===== config.mk =====
export PLATFORM = sky130hd
export DESIGN_NAME = vliw_regfile_sb
export DESIGN_NICKNAME = d
export VERILOG_FILES = /design/src/rtl/vliw_rf_pkg.sv /design/src/rtl/vliw_regfile_sb_scoreboard.sv /design/src/rtl/vliw_regfile_sb.sv
export SDC_FILE = /design/constraint.sdc
export NUM_CORES = 1
export LEC_CHECK = 0
export CAP_MARGIN = 0
export CORE_AREA = 2 2 278 143
export CTS_CLUSTER_DIAMETER = 80
export DETAILED_ROUTE_END_ITERATION = 7
export DIE_AREA = 0 0 280 145
export MAX_ROUTING_LAYER = met4
export PLACE_DENSITY = 0.78
export RECOVER_POWER = 100
export SETUP_SLACK_MARGIN = 0.1
export SLEW_MARGIN = 30
export SYNTH_ARGS = -nofsm -noshare
export SYNTH_HDL_FRONTEND = slang
export SYNTH_SLANG_ARGS = --single-unit

===== constraint.sdc =====
create_clock -name clk -period 12.26 [get_ports clk]
set_input_delay 2.452 -clock clk [delete_from_list [all_inputs] [get_ports clk]]
set_output_delay 2.452 -clock clk [all_outputs]
set_load 0.02 [all_outputs]

===== src/rtl/vliw_rf_pkg.sv =====
// Shared types and constants for the two-slot VLIW register file and its control neighbours.
package vliw_rf_pkg;

   localparam int NUM_REGS_DEF = 8;
   localparam int DATA_W_DEF   = 32;
   localparam int AW_DEF       = $clog2(NUM_REGS_DEF);

   typedef logic [AW_DEF-1:0] regAddr_t;

   localparam logic [DATA_W_DEF-1:0] RF_RESET_VALUE = '0;

   // Redirect target used by control on exceptions; it flushes the scoreboard at the same time.
   localparam logic [31:0] EXCEPTION_HANDLER_ADDRESS = 32'h0000_0100;

endpackage


===== src/rtl/vliw_regfile_sb_scoreboard.sv =====
// Load scoreboard: per-register busy bits, registered popcount, combinational issue stall.
// With RF_BYPASS_EN defined, a busy bit being cleared by this cycle's load return does not stall.
module rf_scoreboard
   import vliw_rf_pkg::*;
#(
   parameter int NUM_REGS = NUM_REGS_DEF,
   localparam int AW = $clog2(NUM_REGS)
) (
   input  logic                clk,
   input  logic                reset,
   input  logic                issValid,
   input  logic [AW-1:0]       raAluRm,
   input  logic [AW-1:0]       raAluRn,
   input  logic [AW-1:0]       raMemRn,
   input  logic [AW-1:0]       raMemRd,
   input  logic [AW-1:0]       issAluWa,
   input  logic                issAluWen,
   input  logic                ldIssue,
   input  logic [AW-1:0]       ldRd,
   input  logic                flush,
   input  logic                memWe,
   input  logic [AW-1:0]       memWa,
   output logic                stall,
   output logic [NUM_REGS-1:0] busy,
   output logic [AW:0]         pendingCnt
);

   logic [NUM_REGS-1:0] busyReg;
   logic [NUM_REGS-1:0] busyNext;
   logic [NUM_REGS-1:0] busyEff;
   logic [AW:0]         cntReg;
   logic [AW:0]         cntNext;

   always_comb begin
      busyEff = busyReg;
`ifdef RF_BYPASS_EN
      if (memWe) busyEff[memWa] = 1'b0;
`endif
      stall = issValid & (busyEff[raAluRm] | busyEff[raAluRn] | busyEff[raMemRn] | busyEff[raMemRd]
                          | (issAluWen & busyEff[issAluWa]) | (ldIssue & busyEff[ldRd]));
   end

   // Later assignments win: flush over new load over load return.
   always_comb begin
      busyNext = busyReg;
      if (memWe) busyNext[memWa] = 1'b0;
      if (ldIssue && !stall) busyNext[ldRd] = 1'b1;
      if (flush) busyNext = '0;
      cntNext = '0;
      for (int i = 0; i < NUM_REGS; i++) begin
         cntNext = cntNext + (AW+1)'(busyNext[i]);
      end
   end

   always_ff @(posedge clk or negedge reset) begin
      if (!reset) begin
         busyReg <= '0;
         cntReg  <= '0;
      end else begin
         busyReg <= busyNext;
         cntReg  <= cntNext;
      end
   end

   assign busy       = busyReg;
   assign pendingCnt = cntReg;

endmodule


===== src/rtl/vliw_regfile_sb.sv =====
// Two-write/four-read register file with load scoreboard for the two-slot VLIW datapath.
// Optional same-cycle write-to-read bypass is enabled by defining RF_BYPASS_EN.
module vliw_regfile_sb
   import vliw_rf_pkg::*;
#(
   parameter int NUM_REGS = NUM_REGS_DEF,
   parameter int DATA_W   = DATA_W_DEF,
   localparam int AW = $clog2(NUM_REGS)
) (
   input  logic                clk,
   input  logic                reset,
   input  logic                alu_we,
   input  logic [AW-1:0]       alu_wa,
   input  logic [DATA_W-1:0]   alu_wd,
   input  logic                mem_we,
   input  logic [AW-1:0]       mem_wa,
   input  logic [DATA_W-1:0]   mem_wd,
   input  logic [AW-1:0]       alu_ra_rm,
   input  logic [AW-1:0]       alu_ra_rn,
   input  logic [AW-1:0]       mem_ra_rn,
   input  logic [AW-1:0]       mem_ra_rd,
   output logic [DATA_W-1:0]   alu_rd_rm,
   output logic [DATA_W-1:0]   alu_rd_rn,
   output logic [DATA_W-1:0]   mem_rd_rn,
   output logic [DATA_W-1:0]   mem_rd_rd,
   input  logic                iss_valid,
   input  logic [AW-1:0]       iss_alu_wa,
   input  logic                iss_alu_wen,
   input  logic                ld_issue,
   input  logic [AW-1:0]       ld_rd,
   input  logic                flush,
   output logic                stall,
   output logic [NUM_REGS-1:0] busy,
   output logic [AW:0]         pending_cnt,
   output logic                wr_conflict
);

   logic [DATA_W-1:0] regs [NUM_REGS];
   logic              wrConflictReg;
   logic [AW-1:0]     raVec [4];
   logic [DATA_W-1:0] rdVec [4];

   // MEM write is issued last so it overrides the ALU write on an address collision.
   always_ff @(posedge clk or negedge reset) begin
      if (!reset) begin
         for (int i = 0; i < NUM_REGS; i++) regs[i] <= DATA_W'(RF_RESET_VALUE);
         wrConflictReg <= 1'b0;
      end else begin
         if (alu_we) regs[alu_wa] <= alu_wd;
         if (mem_we) regs[mem_wa] <= mem_wd;
         wrConflictReg <= alu_we & mem_we & (alu_wa == mem_wa);
      end
   end

   function automatic logic [DATA_W-1:0] readPort(input logic [AW-1:0] addr);
      logic [DATA_W-1:0] val;
      val = regs[addr];
`ifdef RF_BYPASS_EN
      if (alu_we && (alu_wa == addr)) val = alu_wd;
      if (mem_we && (mem_wa == addr)) val = mem_wd;
`endif
      return val;
   endfunction

   assign raVec[0] = alu_ra_rm;
   assign raVec[1] = alu_ra_rn;
   assign raVec[2] = mem_ra_rn;
   assign raVec[3] = mem_ra_rd;

   for (genvar gi = 0; gi < 4; gi++) begin : gReadPort
      assign rdVec[gi] = readPort(raVec[gi]);
   end

   assign alu_rd_rm   = rdVec[0];
   assign alu_rd_rn   = rdVec[1];
   assign mem_rd_rn   = rdVec[2];
   assign mem_rd_rd   = rdVec[3];
   assign wr_conflict = wrConflictReg;

   rf_scoreboard #(
      .NUM_REGS (NUM_REGS)
   ) uScoreboard (
      .clk        (clk),
      .reset      (reset),
      .issValid   (iss_valid),
      .raAluRm    (alu_ra_rm),
      .raAluRn    (alu_ra_rn),
      .raMemRn    (mem_ra_rn),
      .raMemRd    (mem_ra_rd),
      .issAluWa   (iss_alu_wa),
      .issAluWen  (iss_alu_wen),
      .ldIssue    (ld_issue),
      .ldRd       (ld_rd),
      .flush      (flush),
      .memWe      (mem_we),
      .memWa      (mem_wa),
      .stall      (stall),
      .busy       (busy),
      .pendingCnt (pending_cnt)
   );

   // An ALU writeback must never target a register still waiting for load data.
   aluWriteNotBusy: assert property (@(posedge clk) disable iff (!reset) !(alu_we && busy[alu_wa]));

endmodule


## After elaboration in Yosys (flattened, before gate mapping)

Index checks and enable logic that the tools add are counted.

- Register bits after elaboration: 269
- Output and inout bits: 142
- Logic and storage cells: 100

- Bitwise gates (word level): 19
- Order comparisons: 17
- Eq/ne operators: 1
- Muxes and demuxes: 39
- Add/subtract/negate cells: 7
- Reductions and logical operators: 6

Operators by type and width:

| cell | count |
|---|---|
| bitwise mux 256 bit | 2 |
| two-way mux 256 bit | 2 |
| binary-select mux 32 bit (select 3 bit) | 4 |
| two-way mux 32 bit | 10 |
| demux 32 bit (select 3 bit) | 2 |
| < comparator 3 x 4 -> 1 bit (second input constant) | 7 |
| adder 4 x 1 -> 4 bit | 6 |
| >= comparator 4 bit (second input constant) | 6 |
| two-way mux 8 bit | 3 |
| inverter 3 -> 4 bit | 6 |
| binary-select mux 1 bit (select 3 bit) | 6 |
| bitwise AND 8 bit | 1 |
| < comparator 4 x 1 -> 1 bit (second input constant) | 2 |
| two-way mux 1 bit | 8 |
| inverter 8 bit | 1 |
| OR 8 bit | 1 |
| demux 1 bit (select 3 bit) | 2 |
| >= comparator 3 x 1 -> 1 bit (second input constant) | 2 |
| bitwise AND 1 bit | 5 |
| logical AND 1 bit | 5 |
| OR 1 bit | 5 |
| equality test 3 bit | 1 |
| adder 1 x 1 -> 2 bit | 1 |
| zero test 1 bit | 1 |

## Depth between registers and ports, before layout

- Depth in word-level cells: 19
- Depth in mapped cells: 14

## Cells and area by module

A second synthesis with hierarchy kept.

- Cells, all modules: 1,753
- Area total of the unflattened synthesis: 21,490.6 um^2

By module, submodules not included:

| module | area an instance (um^2) | cells an instance | instances | seq. area each (um^2) |
|---|---|---|---|---|
| vliw_regfile_sb | 20,385.8 | 1,655 | 1 | 6,431.2 |
| rf_scoreboard | 1,104.8 | 98 | 1 | 300.3 |

## Worst setup path after synthesis

OpenSTA, ideal clock, no wires.

- Kind: in2out
- Start: input mem_ra_rd[0]
- End: output mem_rd_rd[0]
- Arrival time: 4,023 ps
- Required time: 9,808 ps
- Stages: 4
- Path buffers: 2
- Setup slack: 5,785 ps
- Cells stage by stage: buf_1 buf_2 mux4_2 mux2_2

- Word-level cells in the longest chain between the ends: 4

Ends and longest elaborated chain:

| element | RTL line | text |
|---|---|---|
| start, declared | vliw_regfile_sb.sv:21 | `input logic [AW-1:0] mem_ra_rd,` |
| inverter 3 -> 4 bit (implied by the code) | vliw_regfile_sb.sv:57 | `val = regs[addr];` |
| binary-select mux 32 bit (select 3 bit) | vliw_regfile_sb.sv:57 |  |
| two-way mux 32 bit (implied by the code) (2 in series) | vliw_regfile_sb.sv:57 |  |
| end, declared | vliw_regfile_sb.sv:25 | `output logic [DATA_W-1:0] mem_rd_rd,` |

Every way passes these cells. The select of a mux whose other input is x is not followed.

## Worst setup path after layout

- Start: input mem_ra_rn[1]
- End: output mem_rd_rn[31]

- Word-level cells in the longest chain between the ends: 4

Ends and longest elaborated chain:

| element | RTL line | text |
|---|---|---|
| start, declared | vliw_regfile_sb.sv:20 | `input logic [AW-1:0] mem_ra_rn,` |
| inverter 3 -> 4 bit (implied by the code) | vliw_regfile_sb.sv:57 |  |
| binary-select mux 32 bit (select 3 bit) | vliw_regfile_sb.sv:57 |  |
| two-way mux 32 bit (implied by the code) (2 in series) | vliw_regfile_sb.sv:57 |  |
| end, declared | vliw_regfile_sb.sv:24 | `output logic [DATA_W-1:0] mem_rd_rn,` |

Every way passes these cells. The select of a mux whose other input is x is not followed.

==> flow_metrics.env <==
export IMPL_die_x_um=280
export IMPL_drt_pre_antenna_iters=6
export IMPL_synth_async_sr_flop_share=1.00
export IMPL_cts_root_buf="clkbuf_16"
export IMPL_finish_utilization=0.627
export IMPL_fin_tns_setup_ns=0
export IMPL_die_area_um2=40600
export IMPL_globalRouteOverflowTotal=0
export IMPL_seq_area_frac_synth=0.325
export IMPL_synthesis_area_um2=20700
export IMPL_initial_utilization=0.541
export IMPL_rsz0062_at_grt="false"
export IMPL_cts_buffers_inserted=28
export IMPL_ctsLongestPathBuffers=3
export IMPL_worst_skew_pair_late_latency_ns=0.58
export IMPL_route_detailed_drc=0
export IMPL_grt_max_degree=168
export IMPL_fin_cells=2363
export IMPL_clock_sink_count=269
export IMPL_num_io_pins=238
export IMPL_power_static_leakage_nw=9.60
export IMPL_flow_area_growth_from_synthesis_pct=15.9
export IMPL_cts_tree="done"
export IMPL_timing_worst_setup_path_type="in2out"
export IMPL_post_dp_hpwl_um=41000
export IMPL_regToRegSetupSlack_ns=7.32
export IMPL_nets=1933
export IMPL_finalSetupViolations=0
export IMPL_number_of_antenna_violations_at_the_first_check_in_global_routing=8
export IMPL_synth_flop_cell="dfrtp_1"
export IMPL_report_power_total_mw=3.69
export IMPL_synth_cell_type_count=38
export IMPL_p_per_area_nw_per_um2=154
export IMPL_synthTopCellsByArea="dfrtp_1 33%, mux4_2 28%, mux2i_1 13%"
export IMPL_ctsHtreeMaxLevel=1
export IMPL_maxSlewViolCount=884
export IMPL_total_routing_usage_reported_by_global_routing=0.349
export IMPL_syn_avg_cell_area_um2=11.8
export IMPL_dpl_cell_count=2302
export IMPL_drv_max_cap_violation_count=19
export IMPL_synth_warning_count=0
export IMPL_core_region_area_um2=38200
export IMPL_worstPathMaxFanout=36
export IMPL_ys_ff_latch=269
export IMPL_post_cts_resized_instances=0
export IMPL_crit_required_ns=9.81
export IMPL_routedWlPerCell_um=28.8
export IMPL_setup_worst_path_start_class="primary input"
export IMPL_detail_route_iter0_violations=2254
export IMPL_numPortBuffers=237
export IMPL_post_cts_repair_setup_buffers=0
export IMPL_clock_skew_final_ns=0.0203
export IMPL_gpl_final_weighted_congestion=0.954
export IMPL_fmax_ghz=0.0983
export IMPL_drt_wl_total_um=68000
export IMPL_maxSlewHeadroom=-2.90
export IMPL_fin_crit_ns=10.18
export IMPL_synth_largest_type_area_fraction=0.325
export IMPL_power_ir_vdd_worst_v=0.000115
export IMPL_crit_path_end_kind="output port"
export IMPL_critPathArrivalTime_ns=7.73
export IMPL_layout_drive_gt1_share=0.260
export IMPL_die_y_um=145
export IMPL_wire_length_of_the_first_global_routing_pass_um=105000
export IMPL_ratio_of_final_minimum_period_to_clock_period=0.830
export IMPL_num_vias=16600
export IMPL_postCtsHoldBufs=0
export IMPL_postSynthNetCount=1853
export IMPL_max_slew_worst_pin_slew_ns=5.85
export IMPL_synth_largest_area_cell="dfrtp_1"
export IMPL_failed_checks="max-capacitance violations, max-slew violations"
export IMPL_worst_setup_hold_path_clk_slew_ns=0.07
export IMPL_synth_edf_count=0
export IMPL_placement_rows=51
export IMPL_status="complete, but fails checks"
export IMPL_drtAntennaViolNets=0
export IMPL_final_hold_viol_count=0
export IMPL_worstHoldPathType="reg2reg"
export IMPL_first_global_vias=17100
export IMPL_vias_per_cell=7.03
export IMPL_postSynthCellCount=1750
-- routing by layer --
layer	routed length, um	track usage	part of all wire
met5	0	-	0
met4	3160	0.161	0.046
met3	7380	0.0718	0.11
met2	31400	0.513	0.46
met1	26100	0.469	0.38
-- worst max-delay path, stage by stage --
cell and delay, ns:
clkbuf_1 1.59, clkbuf_1 1.99, mux4_2 0.69, mux2_2 0.31, dlygate4sd3_1 0.65
-- Yosys cell counts (6+ instances only) --
master,number
nor2b_1,8
dfrtp_1,269
clkbuf_1,122
buf_2,38
a221oi_1,8
a21oi_1,134
nor2_1,130
nand2b_1,6
nand3_1,6
buf_4,20
clkbuf_2,8
buf_1,36
o21ai_0,128
mux2_2,132
mux2i_1,260
mux4_2,260
nand2_1,136
mux4_1,6
-- cells by family (layout without fill, tap and decap cells) --
group	Yosys count	after routing	share of synthesized area
AO/OA/AOI/OAI	277	277	0.0699
buffers and inverters	228	330	0.0478
flip-flops	269	269	0.325
AND/OR/NAND/NOR	307	307	0.0612
multiplexers	658	658	0.488
other	0	8	0
XOR/XNOR	4	4	0.00169
adder cells (fa/ha/maj)	7	7	0.00569
-- state kept, by name (all words and copies together), names as in the netlist --
register and cells:
uScoreboard.busy 8, wr_conflict 1, uScoreboard.pendingCnt 4, regs 256
-- area by class of cell --
cell class / count / area, um^2
antenna: 8 / 20.0
clock buffer: 41 / 861
clock inverter: 11 / 170
fill: 2865 / 14200
inverter: 4 / 15.0
multi-input combinational: 1253 / 13000
sequential: 269 / 6730
tap: 503 / 629
timing repair buffer: 274 / 2560
-- report_power, final --
group | switching, mW | internal (mW) | total [mW]
sequential | 0.268 | 1.08 | 1.35
clock | 0.389 | 0.571 | 0.960
combinational | 0.618 | 0.770 | 1.39
total | 1.28 | 2.42 | 3.69
-- final timing paths --
path	cells after the start	to	startpoint
worst min-delay path	2	regs[174]$_DFF_PN0_	regs[174]$_DFF_PN0_
worst max register to register	13	uScoreboard.pendingCnt[2]$_DFF_PN0_	uScoreboard.busy[3]$_DFF_PN0_
worst max-delay path	5	mem_rd_rn[31]	mem_ra_rn[1]
worst min register to register	2	regs[174]$_DFF_PN0_	regs[174]$_DFF_PN0_
min in group asynchronous	1	regs[192]$_DFF_PN0_	reset
max in group asynchronous	3	regs[20]$_DFF_PN0_	reset
-- through the flow --
stage	hold slack (ns)	setup WS [ns]	instance area, um^2
6_report	0.640	2.08	24000
5_1_grt	0.676	2.11	24000
4_1_cts	0.643	4.31	24000
3_5_place_dp	0.622	4.20	23000
3_3_place_gp	0.597	4.39	23000
2_1_floorplan	0.574	5.78	20700
-- cells in the final DEF (no fill, tap or decap), drive strengths merged, types with 2 or more instances in the layout --
master           n
dfrtp          269
ha               3
and3             2
fa               4
nand4            2
clkbuf          60
buf             31
mux4           266
and2             3
a211oi           2
a21oi          134
xor2             3
a221o            2
o21ai          128
dlygate4sd3    137
clkdlybuf4s50   87
clkinvlp         3
nand2b           6
nor2           130
nor2b            8
a221oi           8
nor3b            4
nor3             3
mux2i          260
inv              4
nand2          136
clkinv           4
diode            8
nand4b           3
nand3            7
bufinv           4
mux2           132
Note: power is estimated with default switching activity, not from simulation.
